===== src/rtl/freq_meter_circuit.sv =====
// Gated frequency counter: counts rising edges of an asynchronous input over
// a fixed window of GATE_TICKS clk_in cycles, then publishes the count.
//
//   state    | meaning
//   ---------+------------------------------------------------------------
//   ST_IDLE  | stopped; waiting for enable
//   ST_GATE  | window open; counting synchronized rising edges
//   ST_LATCH | one dead cycle after a window; new result is on the outputs
module freq_meter_circuit #(
  parameter int GATE_TICKS  = 100000000,
  parameter int COUNT_WIDTH = 32
) (
  input  logic                   clk_in,
  input  logic                   reset,
  input  logic                   sig_in,
  input  logic                   enable,
  output logic [COUNT_WIDTH-1:0] freq_count,
  output logic                   valid,
  output logic                   overflow,
  output logic                   busy
);

  localparam int TIMER_WIDTH = (GATE_TICKS > 1) ? $clog2(GATE_TICKS) : 1;
  localparam logic [TIMER_WIDTH-1:0] TIMER_LAST = TIMER_WIDTH'(GATE_TICKS - 1);
  localparam logic [COUNT_WIDTH-1:0] COUNT_MAX  = '1;

  typedef enum logic [1:0] {
    ST_IDLE,
    ST_GATE,
    ST_LATCH
  } state_t;

  state_t                 state;
  logic                   sync1;
  logic                   sync2;
  logic                   prev;
  logic                   sig_edge;
  logic [TIMER_WIDTH-1:0] timer;
  logic [COUNT_WIDTH-1:0] edge_cnt;
  logic [COUNT_WIDTH-1:0] cnt_next;
  logic                   sat;
  logic                   sat_next;

  // Two-flop synchronizer plus one history flop for rising-edge detection.
  always_ff @(posedge clk_in or negedge reset) begin
    if (!reset) begin
      sync1 <= 1'b0;
      sync2 <= 1'b0;
      prev  <= 1'b0;
    end else begin
      sync1 <= sig_in;
      sync2 <= sync1;
      prev  <= sync2;
    end
  end

  assign sig_edge = sync2 & ~prev;

  // Saturating edge count; an edge arriving at full scale marks the window as saturated.
  always_comb begin
    cnt_next = edge_cnt;
    sat_next = sat;
    if (sig_edge) begin
      if (edge_cnt == COUNT_MAX) begin
        sat_next = 1'b1;
      end else begin
        cnt_next = edge_cnt + COUNT_WIDTH'(1);
      end
    end
  end

  // Window sequencing. The timer runs down from GATE_TICKS-1 and the window
  // closes on terminal count; the result is registered on that same edge so
  // freq_count, overflow and valid are all visible during the LATCH cycle.
  always_ff @(posedge clk_in or negedge reset) begin
    if (!reset) begin
      state      <= ST_IDLE;
      timer      <= '0;
      edge_cnt   <= '0;
      sat        <= 1'b0;
      freq_count <= '0;
      overflow   <= 1'b0;
      valid      <= 1'b0;
      busy       <= 1'b0;
    end else begin
      valid <= 1'b0;
      case (state)
        ST_IDLE: begin
          if (enable) begin
            timer    <= TIMER_LAST;
            edge_cnt <= '0;
            sat      <= 1'b0;
            busy     <= 1'b1;
            state    <= ST_GATE;
          end
        end
        ST_GATE: begin
          if (!enable) begin
            // Abort: partial count is discarded, published result untouched.
            busy  <= 1'b0;
            state <= ST_IDLE;
          end else if (timer == '0) begin
            freq_count <= cnt_next;
            overflow   <= sat_next;
            valid      <= 1'b1;
            edge_cnt   <= '0;
            sat        <= 1'b0;
            timer      <= TIMER_LAST;
            state      <= ST_LATCH;
          end else begin
            edge_cnt <= cnt_next;
            sat      <= sat_next;
            timer    <= timer - TIMER_WIDTH'(1);
          end
        end
        ST_LATCH: begin
          // Edges seen in this cycle are intentionally dropped.
          edge_cnt <= '0;
          sat      <= 1'b0;
          timer    <= TIMER_LAST;
          busy     <= enable;
          state    <= enable ? ST_GATE : ST_IDLE;
        end
        default: begin
          busy  <= 1'b0;
          state <= ST_IDLE;
        end
      endcase
    end
  end

endmodule


===== config.mk =====
export PLATFORM = sky130hd
export DESIGN_NAME = freq_meter_circuit
export DESIGN_NICKNAME = d
export VERILOG_FILES = /design/src/rtl/freq_meter_circuit.sv
export SDC_FILE = /design/constraint.sdc
export NUM_CORES = 1
export LEC_CHECK = 0
export CAP_MARGIN = 20
export CORE_MARGIN = 4
export CORE_UTILIZATION = 40
export DETAILED_ROUTE_END_ITERATION = 8
export PLACE_DENSITY = 0.59
export SLEW_MARGIN = 20
export SYNTH_ARGS = -nofsm -noshare
export SYNTH_HDL_FRONTEND = slang
export SYNTH_SLANG_ARGS = --single-unit

===== constraint.sdc =====
create_clock -name clk_in -period 3.1 [get_ports clk_in]
set_clock_uncertainty 0.15 [all_clocks]
set_input_delay 0.93 -clock clk_in [delete_from_list [all_inputs] [get_ports clk_in]]
set_output_delay 0.93 -clock clk_in [all_outputs]
set_load 0.02 [all_outputs]

==> results by group, run 1 <==
Logic synthesis
  – Post-synth top area share: 47.19%
  – Synth Register Bits: 100
  – Syn Area/Cell: 9.080 um^2
  – Commonest cells in the synthesized netlist: 100 x dfrtp_1, 79 x nand2_1, 38 x nor2_1
  – Count leader, synth: dfrtp_1
  – Library cells used by synthesis: 48
  – Ys Warns: 0
  – Synth Net Count: between 500 and 600
  – Post-synth EDFFs: 0
  – Post-synthesis sequential area ratio: 47.19%
  – Mapped cell area: 5303 um^2
  – Main flop type after synthesis: dfrtp_1
  – Largest area contributor in the netlist: dfrtp_1
  – Ys async rst share: 100.0%
  – Ranking of synthesized cells by area: dfrtp_1 47%, nand2_1 5.6%, xnor2_1 4.0%
  – Cells after Synth: 584

Pwr
  – Pwr Density: 424.1 nW/um^2
  – Leakage: approximately 2.4 nW
  – Worst vdd ir: 269.1 uV

Die
  – Rows: ~40
  – Core footprint: roughly 13000 um^2
  – Die Ht: 123.1 um
  – Die Area: 15160 um^2
  – Die W: approximately 120 um
  – I/O pin total: 39
  – Initial core utilization: 41.51%

Clock network
  – CTS tree: done
  – Skew-Pair Late Insertion Delay: 350 ps
  – H-tree depth: 3
  – Post-CTS setup buffers: 0
  – Max clock buf depth: 2
  – PostCTS Resize Cnt: 0
  – Clk root buf: clkbuf_16
  – Sink Count: 100
  – Total CTS buffers: 9
  – Hold_buf cts: 0
  – Clk slew on worst S/H paths: 60 ps

Global route
  – Grt ovf: 0
  – Global-route wire length before repair: 21.29 mm
  – All-Layer GR Usage: 17.69%
  – Initial antenna violation count: 0
  – Largest net degree at the start of global routing: 47
  – Vias in the first global route: 4303

Finish
  – Area Overhead vs Synth: 17.25%
  – Post-Layout Inst Area: 6217 um^2
  – # diodes: 0
  – Final nets: between 600 and 700
  – Share of cells above drive strength 1: about an eighth

Timing
  – Top achievable clock speed: ~340 MHz
  – Setup Viol. Count Final: 0
  – Final Hold Vio Count: 0
  – Max-slew headroom: 36.24%
  – Slew Limit Fails: 0
  – Final min period: between 2000 and 3000 ps
  – Worst slew pin tran: between 900 and 1000 ps
  – RSZ-0062 raised after global routing: false
  – Setup TNS: 0 ps
  – Fin worst setup slack: roughly 140 ps
  – Final Cycle Share: approximately 95%

Placement
  – DP Area: a little under 6000 um^2
  – Port buffer count: 38
  – Pre-CTS WS: 92.35 ps
  – DP HPWL: a little under 9 mm
  – Routability cong.: 0.9163

Drt
  – TritonRoute pass-1 iters: 5
  – Final WL: around 13 mm
  – ANT nets after route: 0
  – Routed wire per std cell: between 15 and 20 um
  – Remaining DRCs: 0
  – DR iter-0 viols: 280
  – Detailed-route vias per instance: 5.524
  – Vias: 4430

Critical path
  – CP Max Fanout: 30
  – Crit path capture type: flip-flop
  – Critical R2R Launch: timer[11]
  – Arrival time at the worst endpoint: just over 3000 ps
  – Reg2reg end: freq_count[10]
  – Setup CP Type: flip-flop to flip-flop
  – CP required: 3220 ps
  – Reg2reg setup slack: 140 ps
  – Setup crit start kind: flip-flop
  – R2R depth: 8

Hold path
  – WHS Endpoint: sync2
  – Hold path cells: 0
  – Worst hold start: sync1
  – Hold crit path type: flip-flop to flip-flop

Flow run
  – Max-cap violation count: 0

Outcome
  – Status: finished, final reports clean
==> layer usage <==
layer | global-route usage, % | routed length [um] | up-vias
li1 | - | - | 2186
met3 | 5.352 | 574 | 20
met2 | 28.44 | 5970 | 83
met1 | 23.28 | 5728 | 2141
met5 | 0 | 0 | -
met4 | 4.775 | 232 | 0
==> metrics by stage <==
stage               std cells  power (mW)  util [%]  hold WS [ps]
floorplan                 584       1.447         -         181.2
finish                    802       2.637     48.67         202.8
global placement          788       1.528     46.39         189.0
detailed placement        788       1.532     46.39         193.4
global route              802       2.743     48.67         218.3
CTS                       802       2.678     48.67         208.7
==> power breakdown <==
part	switching [mW]	internal, mW
Clock	0.471	0.660
Sequential	0.0180	1.32
Combinational	0.112	0.0549
Total	0.601	2.04
==> worst max-delay path, stage by stage, from the launching register on <==
cell and delay (ps):
dfrtp_1 410, or4_4 570, or4_4 540, or3_1 350, or2_2 310, buf_4 240, clkinv_2 130, nor2_1 50
a21oi_1 120
==> final cells by class <==
class                      instances  area, um^2
sequential                       100        2502
inverter                          14       53.80
tap                              172       215.2
clock inverter                     2       35.03
multi-input combinational        438        2569
fill                            1184        6556
clock buffer                      12       256.5
timing repair buffer              64       585.6
==> placed cells by master, fill, tap and decap left out, types with 3 or more instances in the layout <==
| master | Yosys | layout |
|---|---|---|
| ha_1 | 3 | 3 |
| xor2_1 | 12 | 12 |
| nor2b_1 | 4 | 4 |
| buf_4 | 0 | 26 |
| or2_2 | 3 | 4 |
| and2_1 | 3 | 3 |
| nand2_1 | 79 | 79 |
| and4_1 | 5 | 5 |
| a21oi_1 | 36 | 36 |
| inv_1 | 13 | 13 |
| or4_1 | 3 | 3 |
| xnor2_1 | 24 | 24 |
| o21ai_1 | 7 | 7 |
| nor3b_1 | 5 | 5 |
| o21ai_0 | 36 | 36 |
| nor4_1 | 11 | 11 |
| o31ai_1 | 5 | 5 |
| nand4_1 | 15 | 15 |
| nand3_1 | 23 | 23 |
| and3_1 | 4 | 4 |
| o21ai_2 | 23 | 23 |
| clkdlybuf4s50_1 | 0 | 37 |
| a31oi_1 | 26 | 26 |
| o41ai_1 | 4 | 4 |
| nand2b_1 | 7 | 7 |
| a21o_1 | 6 | 6 |
| or3_1 | 11 | 11 |
| clkbuf_16 | 0 | 9 |
| dfrtp_1 | 100 | 100 |
| nor2_1 | 38 | 37 |
| nor3_1 | 25 | 25 |
==> worst max path at each step <==
stage | from | end | slack (ps) | cells past startpoint
CTS | timer[11] | freq_count[10] | 140 | 8
finish | timer[11] | freq_count[10] | 140 | 8
detailed placement | enable | edge_cnt[28] | 90 | 7
floorplan | timer[11] | freq_count[31] | 410 | 8
global route | timer[5] | overflow | 6 | 8
global placement | enable | edge_cnt[31] | 180 | 7
==> kinds of logic (layout without fill, tap and decap cells) <==
| kind of cell | after synthesis | in the layout | synth area share, % |
|---|---|---|---|
| buf+inv | 46 | 92 | 4.554 |
| fa+ha+maj | 4 | 4 | 0.8967 |
| xor+xnor | 36 | 36 | 5.946 |
| simple gates | 240 | 240 | 22.32 |
| mux | 3 | 3 | 0.5663 |
| flops | 100 | 100 | 47.19 |
| compound gates | 155 | 155 | 18.52 |
==> sequential cells by signal, indices dropped and copies added, names as in the netlist <==
signal / cells
freq_count: 32
sync2: 1
valid: 1
sync1: 1
edge_cnt: 32
prev: 1
state: 2
sat: 1
timer: 27
busy: 1
overflow: 1
Power figures use the tool's default switching activity.
==> run 2, diff against run 1 <==
--- a/config.mk
+++ b/config.mk
@@ -14,3 +14,4 @@
 export SYNTH_ARGS = -nofsm -noshare
 export SYNTH_HDL_FRONTEND = slang
 export SYNTH_SLANG_ARGS = --single-unit
+export TNS_END_PERCENT = 20
==> results of run 2 <==
Final layout, timing and power as in run 1 (identical DEF).
==> run 3, diff against run 2 <==
--- a/config.mk
+++ b/config.mk
@@ -9,7 +9,7 @@
 export CORE_MARGIN = 4
 export CORE_UTILIZATION = 40
 export DETAILED_ROUTE_END_ITERATION = 8
-export PLACE_DENSITY = 0.59
+export PLACE_DENSITY = 0.58
 export SLEW_MARGIN = 20
 export SYNTH_ARGS = -nofsm -noshare
 export SYNTH_HDL_FRONTEND = slang
==> results by group, run 3 (synthesis gave the netlist of run 1 again) <==
Drt
  – Detailed-route vias per instance: 5.575 (+0.93%)
  – Final WL: 12.62 mm (+0.90%)
  – Vias: 4449 (+0.43%)
  – Remaining DRCs: 0 (unchanged)
  – Routed wire per std cell: 15.81 um (+1.4%)
  – TritonRoute pass-1 iters: 5 (unchanged)
  – DR iter-0 viols: 362 (+29%)
  – ANT nets after route: 0 (unchanged)

Clock network
  – H-tree depth: 3 (unchanged)
  – Total CTS buffers: 9 (unchanged)
  – Skew-Pair Late Insertion Delay: 350 ps (about the same)
  – Max clock buf depth: 2 (unchanged)
  – Clk root buf: clkbuf_16
  – PostCTS Resize Cnt: 0 (unchanged)
  – Clk slew on worst S/H paths: 60 ps (about the same)
  – Sink Count: 100 (unchanged)
  – Hold_buf cts: 0 (unchanged)
  – Post-CTS setup buffers: 0 (unchanged)
  – CTS tree: done

Finish
  – Layout fillers: 1197 (+1.1%)
  – Commonest non-fill, non-tap cell in the layout: dfrtp_1
  – # diodes: 0 (unchanged)
  – Share of cells above drive strength 1: 11.18% (-0.56 points)
  – Non-Filler Instances: 798 (-0.50%)
  – Final nets: 629 (-0.79%)
  – Regs by FF count: edge_cnt (32), freq_count (32), timer (27)
  – Layout Utilization: 48.56% (-0.12 points)
  – Commonest non-fill, non-tap cells in the layout: 100 x dfrtp_1, 79 x nand2_1, 37 x nor2_1, 37 x clkdlybuf4s50_1
  – Post-Layout Inst Area: 6202 um^2 (-0.24%)
  – Area Overhead vs Synth: 16.97%

Critical path
  – Stages on worst setup path: 7 (-1)
  – CP Buf/Inv Count: 1 (-1)
  – Arrival time at the worst endpoint: 3020 ps (-60 ps)
  – Reg2reg setup slack: 150 ps (about the same)
  – Family with the most delay on the worst path: simple AND/OR/NAND/NOR gates
  – Setup crit start kind: flip-flop
  – CP max stage delay: 610 ps (+40 ps)
  – CP required: 3160 ps (-60 ps)
  – CP max-delay cell: or4_1
  – Crit-path cells: or4_1, or4_4, or3_1, or2_2, buf_4, nand2_1, o21ai_0
  – R2R depth: 7 (-1)
  – CP Max Fanout: 32 (+6.7%)
  – Crit path capture type: flip-flop
  – Setup CP Type: flip-flop to flip-flop

Placement
  – Pre-CTS WS: 105.2 ps (+12.87 ps)
  – Routability cong.: 0.8931 (-2.5%)
  – DP Area: 5913 um^2 (-0.21%)
  – DP Cell Count: 783 (-0.63%)
  – DP HPWL: 8.933 mm (about the same)
  – Port buffer count: 38 (unchanged)

Die
  – Core footprint: 12770 um^2 (unchanged)
  – Die W: 123.1 um (unchanged)
  – Die Area: 15160 um^2 (unchanged)
  – Initial core utilization: 41.51% (unchanged)
  – Die Ht: 123.1 um (unchanged)
  – Rows: 41 (unchanged)
  – I/O pin total: 39 (unchanged)

Flow run
  – Max-cap violation count: 0 (unchanged)

Pwr
  – Worst vdd ir: 250.1 uV (-7.0%)
  – Leakage: 2.339 nW (-0.61%)
  – Pwr Density: 421.0 nW/um^2 (-0.74%)
  – Total power: 2.611 mW (-0.98%)

Global route
  – Largest net degree at the start of global routing: 48 (+2.1%)
  – Initial antenna violation count: 0 (unchanged)
  – Global-route wire length before repair: 21.45 mm (+0.75%)
  – All-Layer GR Usage: 17.92% (+0.23 points)
  – Vias in the first global route: 4355 (+1.2%)
  – Grt ovf: 0 (unchanged)

Timing
  – Fin worst setup slack: 145.5 ps (+5.838 ps)
  – RSZ-0062 raised after global routing: false
  – Final Cycle Share: 95.31% (-0.19 points)
  – Slew Limit Fails: 0 (unchanged)
  – Setup Viol. Count Final: 0 (unchanged)
  – Final min period: 2954 ps (-5.838 ps)
  – Hold slack: 199.4 ps (-3.368 ps)
  – Final Hold Vio Count: 0 (unchanged)
  – Top achievable clock speed: 338.5 MHz (+0.20%)
  – Max-slew headroom: 54.73% (+18 points)
  – Setup TNS: 0 ps (unchanged)
  – Worst slew pin tran: 678.3 ps (-273.6 ps)

Hold path
  – Hold crit path type: flip-flop to flip-flop
  – Hold path cells: 0 (unchanged)

Outcome
  – Status: finished, final reports clean
-- run 3: cell type report --
class	count	area, um^2	share of cell area, %
timing repair buffer	59	573.1	9.239
multi-input combinational	438	2569	41.42
clock inverter	1	5.005	0.08069
inverter	14	53.80	0.8675
sequential	100	2502	40.35
clock buffer	14	284.0	4.579
tap	172	215.2	3.470
-- run 3: worst paths after layout --
kind                                from             end
worst max-delay path            timer[5]  freq_count[31]
worst min-delay path               sync1           sync2
worst max register to register  timer[5]  freq_count[31]
worst min register to register     sync1           sync2
max in group asynchronous          reset     edge_cnt[0]
min in group asynchronous          reset  freq_count[21]
-- run 3: where the power goes --
group          total (mW)  switching (mW)  internal [mW]
registers            1.34          0.0189           1.32
logic               0.164           0.111         0.0529
clock network        1.11           0.479          0.627
-- run 3: metal layers --
layer  global-route usage (%)  wire length, um  vias to the layer above
met4                    6.851              221                        0
li1                         -                -                     2184
met2                    28.68             6125                       77
met5                        0                0                        -
met3                    4.117              498                       15
met1                    23.69             5774                     2173
